### src/rtl/mem_arbiter_pkg.sv
// Shared types for the unified memory bus arbiter: FSM state encoding and
// watchdog counter width.
package mem_arbiter_pkg;

    typedef enum logic [1:0] {
        ARB_IDLE   = 2'd0,
        ARB_BUSY_D = 2'd1,
        ARB_BUSY_I = 2'd2
    } arb_state_e;

    localparam int WDOG_W = 8;

endpackage

### src/rtl/mem_arbiter_slot.sv
// Per-port result slot {done, tag, buf}. Reports a hit when a completed
// result matches the address the core is currently presenting.
module mem_arbiter_slot #(
    parameter int AW = 32,
    parameter int DW = 32
) (
    input  logic          clk,
    input  logic          rst,
    input  logic          cap,
    input  logic          buf_we,
    input  logic [AW-1:0] cap_addr,
    input  logic [DW-1:0] cap_data,
    input  logic          clr,
    input  logic [AW-1:0] cmp_addr,
    output logic          hit,
    output logic [DW-1:0] buf_data
);

    logic          done_q, done_d;
    logic [AW-1:0] tag_q, tag_d;
    logic [DW-1:0] buf_q, buf_d;

    // A capture outranks the advance clear so a result landing in the same
    // cycle as an advance is still kept.
    always_comb begin
        done_d = done_q;
        tag_d  = tag_q;
        buf_d  = buf_q;
        if (cap) begin
            done_d = 1'b1;
            tag_d  = cap_addr;
            if (buf_we) begin
                buf_d = cap_data;
            end
        end else if (clr) begin
            done_d = 1'b0;
        end
    end

    always_ff @(posedge clk) begin
        if (rst) begin
            done_q <= 1'b0;
            tag_q  <= '0;
            buf_q  <= '0;
        end else begin
            done_q <= done_d;
            tag_q  <= tag_d;
            buf_q  <= buf_d;
        end
    end

    assign hit      = done_q & (tag_q == cmp_addr);
    assign buf_data = buf_q;

endmodule

### src/rtl/mem_arbiter.sv
// Arbitrates the core's fetch and data ports onto one single-ported bus,
// one transaction at a time, with a per-transaction ack watchdog.
//
// state      | meaning
// ARB_IDLE   | no transaction outstanding; data request wins over fetch
// ARB_BUSY_D | data transaction on the bus, waiting for ack or watchdog
// ARB_BUSY_I | fetch transaction on the bus, waiting for ack or watchdog
module mem_arbiter
    import mem_arbiter_pkg::*;
#(
    parameter int ADDR_WIDTH = 32,
    parameter int DATA_WIDTH = 32,
    parameter int TIMEOUT    = 16
) (
    input  logic                  clk,
    input  logic                  rst,
    input  logic                  inst_ren,
    input  logic [ADDR_WIDTH-1:0] inst_addr,
    output logic [DATA_WIDTH-1:0] inst_data,
    output logic                  rom_stall,
    input  logic                  mem_ren,
    input  logic                  mem_wen,
    input  logic [ADDR_WIDTH-1:0] mem_addr,
    input  logic [DATA_WIDTH-1:0] mem_dout,
    output logic [DATA_WIDTH-1:0] mem_din,
    output logic                  ram_stall,
    output logic                  bus_req,
    output logic                  bus_we,
    output logic [ADDR_WIDTH-1:0] bus_addr,
    output logic [DATA_WIDTH-1:0] bus_wdata,
    input  logic [DATA_WIDTH-1:0] bus_rdata,
    input  logic                  bus_ack,
    output logic                  bus_err
);

    localparam bit WDOG_EN = (TIMEOUT > 0);
    localparam logic [WDOG_W-1:0] WDOG_LAST = WDOG_W'((TIMEOUT > 0) ? TIMEOUT - 1 : 0);

    arb_state_e            state_q, state_d;
    logic                  bus_req_q, bus_req_d;
    logic                  bus_we_q, bus_we_d;
    logic                  bus_err_q, bus_err_d;
    logic [ADDR_WIDTH-1:0] bus_addr_q, bus_addr_d;
    logic [DATA_WIDTH-1:0] bus_wdata_q, bus_wdata_d;
    logic [WDOG_W-1:0]     wdog_q, wdog_d;

    logic                  hit_i, hit_d, data_req, advance;
    logic                  cap_i, cap_d, abort, buf_we;
    logic [DATA_WIDTH-1:0] cap_data;

    assign data_req  = mem_ren | mem_wen;
    assign rom_stall = ~rst & inst_ren & ~hit_i;
    assign ram_stall = ~rst & data_req & ~hit_d;
    assign advance   = ~rom_stall & ~ram_stall;

    // An aborted transaction yields zero data, which decodes as a NOP fetch.
    assign cap_data = abort ? '0 : bus_rdata;
    assign buf_we   = abort | ~bus_we_q;

    always_comb begin
        state_d     = state_q;
        bus_req_d   = bus_req_q;
        bus_we_d    = bus_we_q;
        bus_addr_d  = bus_addr_q;
        bus_wdata_d = bus_wdata_q;
        bus_err_d   = 1'b0;
        wdog_d      = wdog_q;
        cap_i       = 1'b0;
        cap_d       = 1'b0;
        abort       = 1'b0;
        unique case (state_q)
            ARB_IDLE: begin
                if (data_req && !hit_d) begin
                    state_d     = ARB_BUSY_D;
                    bus_req_d   = 1'b1;
                    bus_we_d    = mem_wen;
                    bus_addr_d  = mem_addr;
                    bus_wdata_d = mem_dout;
                    wdog_d      = '0;
                end else if (inst_ren && !hit_i) begin
                    state_d    = ARB_BUSY_I;
                    bus_req_d  = 1'b1;
                    bus_we_d   = 1'b0;
                    bus_addr_d = inst_addr;
                    wdog_d     = '0;
                end
            end
            ARB_BUSY_D, ARB_BUSY_I: begin
                if (bus_ack || (WDOG_EN && wdog_q == WDOG_LAST)) begin
                    abort     = ~bus_ack;
                    bus_err_d = ~bus_ack;
                    bus_req_d = 1'b0;
                    state_d   = ARB_IDLE;
                    cap_d     = (state_q == ARB_BUSY_D);
                    cap_i     = (state_q == ARB_BUSY_I);
                end else begin
                    wdog_d = wdog_q + 1'b1;
                end
            end
            default: state_d = ARB_IDLE;
        endcase
    end

    always_ff @(posedge clk) begin
        if (rst) begin
            state_q     <= ARB_IDLE;
            bus_req_q   <= 1'b0;
            bus_we_q    <= 1'b0;
            bus_err_q   <= 1'b0;
            bus_addr_q  <= '0;
            bus_wdata_q <= '0;
            wdog_q      <= '0;
        end else begin
            state_q     <= state_d;
            bus_req_q   <= bus_req_d;
            bus_we_q    <= bus_we_d;
            bus_err_q   <= bus_err_d;
            bus_addr_q  <= bus_addr_d;
            bus_wdata_q <= bus_wdata_d;
            wdog_q      <= wdog_d;
        end
    end

    mem_arbiter_slot #(.AW(ADDR_WIDTH), .DW(DATA_WIDTH)) u_slot_inst (
        .clk      (clk),
        .rst      (rst),
        .cap      (cap_i),
        .buf_we   (buf_we),
        .cap_addr (bus_addr_q),
        .cap_data (cap_data),
        .clr      (advance),
        .cmp_addr (inst_addr),
        .hit      (hit_i),
        .buf_data (inst_data)
    );

    mem_arbiter_slot #(.AW(ADDR_WIDTH), .DW(DATA_WIDTH)) u_slot_data (
        .clk      (clk),
        .rst      (rst),
        .cap      (cap_d),
        .buf_we   (buf_we),
        .cap_addr (bus_addr_q),
        .cap_data (cap_data),
        .clr      (advance),
        .cmp_addr (mem_addr),
        .hit      (hit_d),
        .buf_data (mem_din)
    );

    assign bus_req   = bus_req_q;
    assign bus_we    = bus_we_q;
    assign bus_addr  = bus_addr_q;
    assign bus_wdata = bus_wdata_q;
    assign bus_err   = bus_err_q;

endmodule
### config.mk
export PLATFORM = sky130hd
export DESIGN_NAME = mem_arbiter
export DESIGN_NICKNAME = d
export VERILOG_FILES = /design/src/rtl/mem_arbiter_pkg.sv /design/src/rtl/mem_arbiter_slot.sv /design/src/rtl/mem_arbiter.sv
export SDC_FILE = /design/constraint.sdc
export NUM_CORES = 1
export LEC_CHECK = 0
export ABC_AREA = 1
export CAP_MARGIN = 20
export CORE_ASPECT_RATIO = 0.5
export CORE_UTILIZATION = 30
export CTS_CLUSTER_SIZE = 10
export DETAILED_ROUTE_END_ITERATION = 8
export GPL_TIMING_DRIVEN = 0
export PLACE_DENSITY = 0.65
export SYNTH_ARGS = -nofsm -noshare
export SYNTH_HDL_FRONTEND = slang
export SYNTH_SLANG_ARGS = --single-unit
### constraint.sdc
create_clock -name clk -period 2.7 [get_ports clk]
set_clock_uncertainty 0.1 [all_clocks]
set_input_delay 0.27 -clock clk [delete_from_list [all_inputs] [get_ports clk]]
set_output_delay 0.27 -clock clk [all_outputs]
set_load 0.01 [all_outputs]
After elaboration in Yosys (flattened, before gate mapping)
Index checks and enable logic that the tools add are counted.
{ "classes": {"n_reduce_logical": 18, "n_addsub": 1, "eq_ne": 8, "n_bitwise": 16, "muxes": 26} }
{ "op_table": {"columns": ["operator", "count"], "rows": [
  ["$mux W32", 3],
  ["$eq A32 B32 Y1", 2],
  ["$mux W8", 3],
  ["$pmux W8 S2", 1],
  ["$mux W1", 14],
  ["$reduce_and A2 Y1", 5],
  ["$add A8 B1 Y8 const B", 1],
  ["$eq A8 B4 Y1 const B", 1],
  ["$reduce_bool A2 Y1", 4],
  ["$and A1 B1 Y1", 7],
  ["$not A1 Y1", 7],
  ["$mux W2", 3],
  ["$reduce_and A3 Y1", 2],
  ["$ne A2 B2 Y1 const B", 2],
  ["$pmux W2 S2", 1],
  ["$ne A3 B3 Y1 const B", 1],
  ["$eq A2 B1 Y1 const B", 1],
  ["$eq A2 B2 Y1 const B", 1],
  ["$logic_and A1 B1 Y1", 2],
  ["$logic_not A1 Y1", 2],
  ["$logic_not A2 Y1", 1],
  ["$or A1 B1 Y1", 2],
  ["$pmux W1 S2", 1],
  ["$reduce_or A2 Y1", 1],
  ["$logic_or A1 B1 Y1", 1]
]} }
{ "word_totals": {"reg_bits": 207, "word_cells": 82, "out_inout_bits": 133} }

Longest topological paths before layout
Gate-level depths: netlist of run 1.
{ "logic_depth": {"depth_word": 8, "depth_mapped": 15} }

Cells and area by module
Synthesis of run 1 repeated with hierarchy kept, for this count alone.
{ "unflattened": {"cells_unflattened": 1307, "hier_area_um2": 9121.2} }
{ "modules_own_cells": {"columns": ["module", "area_per_inst_um2", "cells_each", "seq_area_each_um2", "n_inst"], "rows": [
  ["mem_arbiter_slot", 2783.9, 398, 1301.2, 2],
  ["mem_arbiter", 3553.4, 511, 1541.5, 1]
]} }

Worst setup path after synthesis of run 1
No wires, ideal clock.
{ "synth_path": {"path_kind": "register -> register", "from": "register state_q[0]", "to": "register u_slot_data.buf_q[0] (netlist: u_slot_data.buf_data[0])", "n_path_buf": 1, "slack_ns": 0.688, "setup_time_ns": 0.116, "arrival_ns": 1.796, "path_stages_with_launch": 11, "t_required_ns": 2.484, "cell_sequence": "dfxtp_1 -> inv_1 -> ha_1 -> inv_2 -> nor3_4 -> inv_2 -> a21oi_2 -> inv_2 -> clkbuf_1 -> nor2_1 -> nor2_1"} }
{ "synth_between": {"elab_chain_len": 5, "word_cells_on_any_way": 9, "cone_classes": "eq/ne: 2; mux: 4; bitwise: 1; reduce/logical: 2"} }
{ "synth_rtl": {"columns": ["item", "line", "text"], "rows": [
  ["from (decl)", "mem_arbiter.sv:39", "arb_state_e state_q, state_d;"],
  ["from (signal assigned)", "mem_arbiter.sv:114", "state_q <= state_d;"],
  ["$eq A2 B1 Y1 / $eq A2 B2 Y1 (equally long branches)", "mem_arbiter.sv:71, mem_arbiter.sv:94", null],
  ["$reduce_or A2 Y1", "mem_arbiter.sv:71", "unique case (state_q)"],
  ["$mux W1", null, null],
  ["$or A1 B1 Y1", "mem_arbiter.sv:58", "assign buf_we = abort | ~bus_we_q;"],
  ["$reduce_and A2 Y1 (no line)", null, null],
  ["to (signal assigned)", "mem_arbiter_slot.sv:48", "buf_q <= buf_d;"],
  ["to (decl)", "mem_arbiter_slot.sv:21", "logic [DW-1:0] buf_q, buf_d;"]
]} }
Parallel ways exist; a longest one is shown, timed or not.
A chain may end at the register's enable or synchronous reset.

Final worst setup path of run 1
{ "layout_path": {"from": "register u_slot_data.tag_q[31]", "to": "register bus_addr_q[13] (netlist: bus_addr[13])"} }
{ "layout_between": {"elab_chain_len": 6, "word_cells_on_any_way": 7, "cone_classes": "eq/ne: 1; mux: 1; bitwise: 1; reduce/logical: 4"} }
{ "layout_rtl": {"columns": ["item", "line", "text"], "rows": [
  ["from (decl)", "mem_arbiter_slot.sv:20", "logic [AW-1:0] tag_q, tag_d;"],
  ["from (signal assigned)", "mem_arbiter_slot.sv:47", "tag_q <= tag_d;"],
  ["$eq A32 B32 Y1 (*)", "mem_arbiter_slot.sv:52", "assign hit = done_q & (tag_q == cmp_addr);"],
  ["$and A1 B1 Y1 (*)", "mem_arbiter_slot.sv:52", null],
  ["$logic_not A1 Y1 (*)", "mem_arbiter.sv:73", "if (data_req && !hit_d) begin"],
  ["$logic_and A1 B1 Y1 (*)", "mem_arbiter.sv:73", null],
  ["$reduce_bool A2 Y1 (no line)", null, null],
  ["$reduce_and A2 Y1 (no line)", null, null],
  ["to (signal assigned)", "mem_arbiter.sv:118", "bus_addr_q <= bus_addr_d;"],
  ["to (decl)", "mem_arbiter.sv:43", "logic [ADDR_WIDTH-1:0] bus_addr_q, bus_addr_d;"]
]} }
Mark *: on every way between the ends. The rest lies on a longest branch, timed or not.

==> flow_metrics.tcl, run 1 <==
set metrics [dict create \
    first_global_vias 8806 \
    final.fill_count 3049 \
    die_w_um 249.0 \
    min_period_over_period_pct 92.93 \
    die_h_um 125.5 \
    ioPinCount 267 \
    core_um2 29510 \
    drive_gt1_share_pct 5.147 \
    slew_viol_final 0 \
    timing.rr.start "u_slot_data.tag_q[31]" \
    cts_tree "yes" \
    synth-seq-cells 207 \
    setup_violations 0 \
    cts_root_buf "clkbuf_16" \
    antenna_found_initial 2 \
    outcome "completed" \
    hold_end "bus_wdata[7]" \
    syn_to_final_growth_pct 41.95 \
    ant_nets 0 \
    via_count 9422 \
    final_nets 1768 \
    vdd_drop_max_mv 0.5050 \
    period_needed_ps 2509 \
    drtIter0Drc 703 \
    finalHoldViolations 0 \
    p_total_mw 8.482 \
    rsz0062_at_grt "no" \
    htreeDepth 1 \
    whs_path_depth 3 \
    fin_area_um2 12990 \
    rows 44 \
    dp_hpwl_um 24310 \
    timing.hold.ws_ps 239.7 \
    cts.clk_slew.worst_paths_ps 60 \
    clk_latency_ps 530 \
    worst_slew_pin_slew_ps 690.0 \
    grt_max_degree 17 \
    syn_nets 1474 \
    die-area_um2 31240 \
    wire_per_inst_um 16.26 \
    yosysSeqAreaShare_pct 45.29 \
    cts_made_buffers 24 \
    startpoint_type "flop" \
    hold_path_class "input port to flop" \
    initial_utilization_pct 31.01 \
    syn_area_um2 9150 \
    final_common_cell "nor2_1" \
    grt-ovfl-total 0 \
    hold_buffers 0 \
    crit_required_ps 3060 \
    crit_type "flop to flop" \
    r2r_setup_slack_ps 190 \
    grt_usage_pct 20.58 \
    drc_errors 0 \
    via_per_inst 4.655 \
    timing.rr.end "bus_addr[13]" \
    drt_first_pass_iters 5 \
    gp_congestion 0.8530 \
    clock_sinks 207 \
    p_leak_nw 5.402 \
    crit_arrival_ps 2870 \
    io_buffers 266 \
    ys_types 32 \
    grt_pass1_wl_um 50610 \
    synth_warnings 0 \
    fmax_mhz 398.5 \
    r2r_cells 14 \
    p_per_area_nw_per_um2 653.0 \
    dpl_cell_area_um2 12300 \
    drv_cap 0 \
    wirelength_um 32920 \
    relSlewSlack_pct 54.00 \
    fin_util_pct 44.02 \
    cp_max_fo 10 \
    min_from "mem_dout[7]" \
    synth_area_per_cell_um2 6.849 \
    mostFrequentLayoutCells "nor2_1 (310), clkdlybuf4s50_1 (264), dfxtp_1 (207)" \
    critPathCaptureType "flop" \
    synth_cells 1336 \
    clockBufferDepth 3 \
]
==> worst max path at each step <==
stage                                startpoint                        to  slack, ps  cells after the start
after floorplan                      state_q[0]   u_slot_data.buf_data[0]        690                     10
after global placement                      rst                 ram_stall       -350                      7
after detailed placement           mem_addr[27]             bus_wdata[26]       -360                     14
after CTS                 u_slot_inst.tag_q[17]                 rom_stall          7                     10
after global routing                  wdog_q[0]  u_slot_inst.buf_data[26]          5                     14
final                     u_slot_data.tag_q[31]              bus_addr[13]        190                     14
==> layout make-up <==
class	instances	area, µm²	area share, %
clock buffer	28	636.9	4.903
tap	391	489.2	3.766
buffer	73	335.3	2.582
inverter	145	548.0	4.219
timing repair buffer	269	2690	20.71
sequential	207	4144	31.90
antenna	1	2.502	0.01927
multi-input combinational	910	4143	31.89
==> registers in the layout, indices dropped and copies added (netlist names) <==
signal and flops:
u_slot_data.buf_data 32, bus_wdata 32, u_slot_inst.done_q 1, u_slot_data.done_q 1, state_q 2, bus_we 1, wdog_q 8, u_slot_data.tag_q 32
u_slot_inst.buf_data 32, bus_addr 32, bus_err 1, u_slot_inst.tag_q 32, bus_req 1
==> kinds of logic after synthesis <==
kind of cell / share of synthesized area, %
and+or+nand+nor: 25.13
AOI/OAI and AO/OA: 17.90
buffers and inverters: 9.599
DFF: 45.29
xor gates and xnor gates: 1.531
adders and majority gates: 0.5470
==> metal layers <==
layer | track usage [%] | part of all wire [%] | vias up
li1 | - | - | 4812
met3 | 3.061 | 4.6 | 53
met5 | 0 | 0 | -
met2 | 34.78 | 47 | 248
met4 | 6.248 | 2.7 | 0
met1 | 27.12 | 45 | 4309
==> worst max-delay path: stages, from the launching register on <==
cell and delay [ps]:
dfxtp_1 330, inv_1 60, a21boi_1 150, nand3_1 110
nor2_2 130, nand2_1 90, nor2_1 120, nand2_2 120
buf_4 180, nand2_4 140, nand2_2 180, nand2_2 180
buf_2 310, o21ai_0 150, nor2_1 120
==> Yosys cell counts <==
cell type	n	area, µm²
nand3_1	33	165.2
o21ai_0	154	770.7
a21oi_1	107	535.5
buf_4	4	30.03
o22ai_1	2	12.51
or2_2	6	37.54
a21boi_0	1	7.510
a21oi_4	1	16.27
clkbuf_1	50	187.7
a21boi_1	1	7.510
nand4_2	1	12.51
nor3_4	1	16.27
buf_1	2	7.510
nor2_4	1	11.26
buf_6	3	33.78
xnor2_1	11	96.34
a21oi_2	2	17.52
inv_1	139	521.8
dfxtp_1	207	4144
ha_1	4	50.05
nand2_2	5	31.28
nor3_1	5	25.02
xor2_1	5	43.79
nand2_4	2	22.52
nand3_2	1	10.01
nand2_1	185	694.4
inv_2	6	22.52
buf_2	15	75.07
nand4_1	15	93.84
o21ai_1	54	270.3
nor2_2	2	12.51
nor2_1	311	1167
==> power breakdown <==
part	internal, mW	leakage, nW	switching, mW
registers	3.36	1.69	0.231
logic	0.910	3.40	1.11
clock network	1.63	0.312	1.24
total	5.90	5.40	2.58
==> stage by stage <==
stage / instances / TNS, ps / setup WS (ps)
after floorplan: 1336 / 0 / 688.0
after global placement: 1993 / -12500 / -348.4
after detailed placement: 1993 / -12900 / -361.1
after CTS: 2021 / 0 / 7.190
after global routing: 2024 / 0 / 4.834
final: 2024 / 0 / 190.8
==> what timing repair did <==
| action | CTS | global route |
|---|---|---|
| hold endpoints to repair | 0 | 0 |
| setup buffers | 1 | 2 |
| pin swaps | 1 | 2 |
| gates resized for setup | 1 | 13 |
| setup endpoints to repair | 3 | 65 |
| cloned | 0 | 0 |
Power figures use the tool's default switching activity.
==> inputs of run 2 (changes only) <==
Settings changed: CAP_MARGIN 20 to 10, CTS_CLUSTER_SIZE 10 to not set.
==> flow_metrics.tcl, run 2 (synthesis results as in run 1) <==
set metrics [dict create \
    htreeDepth 1 \
    drv_cap 0 \
    outcome "completed" \
    worst-path-stages 10 \
    final_nets 1765 \
    top_usage_layer "met2" \
    cpMaxStageDelayCell "clkbuf_1" \
    grt_use_met1_pct 26.87 \
    crit_required_ps 2990 \
    syn_to_final_growth_pct 42.84 \
    ioPinCount 267 \
    cts_made_buffers 21 \
    p_per_area_nw_per_um2 663.3 \
    core_um2 29510 \
    clk_latency_ps 520 \
    vdd_drop_max_mv 0.3655 \
    crit_family "simple AND/OR/NAND/NOR gates" \
    cts.clk_slew.worst_paths_ps 70 \
    drive_gt1_share_pct 5.664 \
    initial_utilization_pct 31.01 \
    gp_congestion 0.8530 \
    first_global_vias 8841 \
    die_h_um 125.5 \
    clockBufferDepth 3 \
    dp_hpwl_um 24310 \
    grt_usage_pct 20.51 \
    antenna_found_initial 3 \
    relSlewSlack_pct 53.62 \
    slew_viol_final 0 \
    drc_errors 0 \
    r2r_setup_slack_ps 280 \
    grt_max_degree 17 \
    period_needed_ps 2418 \
    final.fill_count 3049 \
    crit_arrival_ps 2710 \
    crit_buf_inv 2 \
    cts_tree "yes" \
    drtIter0Drc 653 \
    pre_cts_slack_ps -361.1 \
    max_stage_delay_ps 410 \
    die-area_um2 31240 \
    p_leak_nw 5.446 \
    fmax_mhz 413.5 \
    worst_slew_pin_slew_ps 695.6 \
    critPathCaptureType "flop" \
    mostFrequentLayoutCells "nor2_1 (310), clkdlybuf4s50_1 (264), dfxtp_1 (207)" \
    cp_max_fo 10 \
    crit_chain "ha_1 > nand2_1 > nor2_2 > nand4_2 > nor3_4 > buf_4 > clkbuf_1 > nor2_1 > nor2_1 > nor2_1" \
    grt_pass1_wl_um 50470 \
    wirelength_um 32980 \
    grt_util_met2_pct 34.68 \
    io_buffers 266 \
    cts_root_buf "clkbuf_16" \
    hold_path_class "input port to flop" \
    layout.area.seq_um2 4144 \
    r2r_cells 10 \
    grt-ovfl-total 0 \
    final_common_cell "nor2_1" \
    die_w_um 249.0 \
    setup_violations 0 \
    rows 44 \
    min_period_over_period_pct 89.57 \
    postLayoutSetupSlackWorst_ps 281.5 \
    via_per_inst 4.633 \
    drt_first_pass_iters 5 \
    hold_buffers 0 \
    wire_per_inst_um 16.21 \
    cpMostUsedCell "nor2_1" \
    ant_nets 0 \
    timing.hold.ws_ps 239.0 \
    whs_path_depth 3 \
    finalHoldViolations 0 \
    rsz0062_at_grt "no" \
    via_count 9429 \
    multiInputGateArea_um2 4143 \
    startpoint_type "flop" \
    met3_usage_pct 3.123 \
    crit_type "flop to flop" \
    clock_sinks 207 \
    p_total_mw 8.670 \
]
## run 2: worst min-delay path, stage by stage
cell and delay [ps]:
clkdlybuf4s50_1 420, nand2_1 80, a21oi_1 60
## run 2: worst paths after layout
path                                            endpoint                   from
worst max register to register  u_slot_inst.buf_data[26]              wdog_q[0]
worst max-delay path            u_slot_inst.buf_data[26]              wdog_q[0]
worst min-delay path                              bus_we                mem_wen
worst min register to register     u_slot_data.tag_q[16]  u_slot_data.tag_q[16]
## run 2: metrics by stage
step | util (%) | cell area, µm² | TNS [ps] | instances
global placement | 41.69 | 12300 | -12500 | 1993
CTS | 44.12 | 13020 | 0 | 2032
global route | 44.29 | 13070 | 0 | 2035
detailed placement | 41.69 | 12300 | -12900 | 1993
finish | 44.29 | 13070 | 0 | 2035
floorplan | - | 9150 | 0 | 1336
## run 2: what timing repair did
item                                   CTS  global route
pin swaps                                2             1
gates resized for setup                  1            13
setup buffers                            2             1
endpoints found under the hold margin    0             0
setup endpoints to repair                4            70
## run 2: report_power, final
group          leakage [nW]  internal (mW)  switching, mW
combinational          3.40          0.912           1.11
clock                 0.352           1.77           1.29
sequential             1.69           3.36          0.234
total                  5.45           6.04           2.63
## run 2: area by class of cell
cell class,count,area share [%]
clock inverters,8,0.7180
well taps,391,3.743
inverters,145,4.193
plain buffers,73,2.566
diodes,2,0.03829
flip-flops and latches,207,31.71
clock buffers,30,4.662
multi-input cells,910,31.70
repair buffers,269,20.68
## run 2: metal layers
layer  routed length (µm)  up-vias
li1                     -     4828
met1                14990     4289
met2                15620      255
met3                 1431       57
met4                  938        0
met5                    0        -
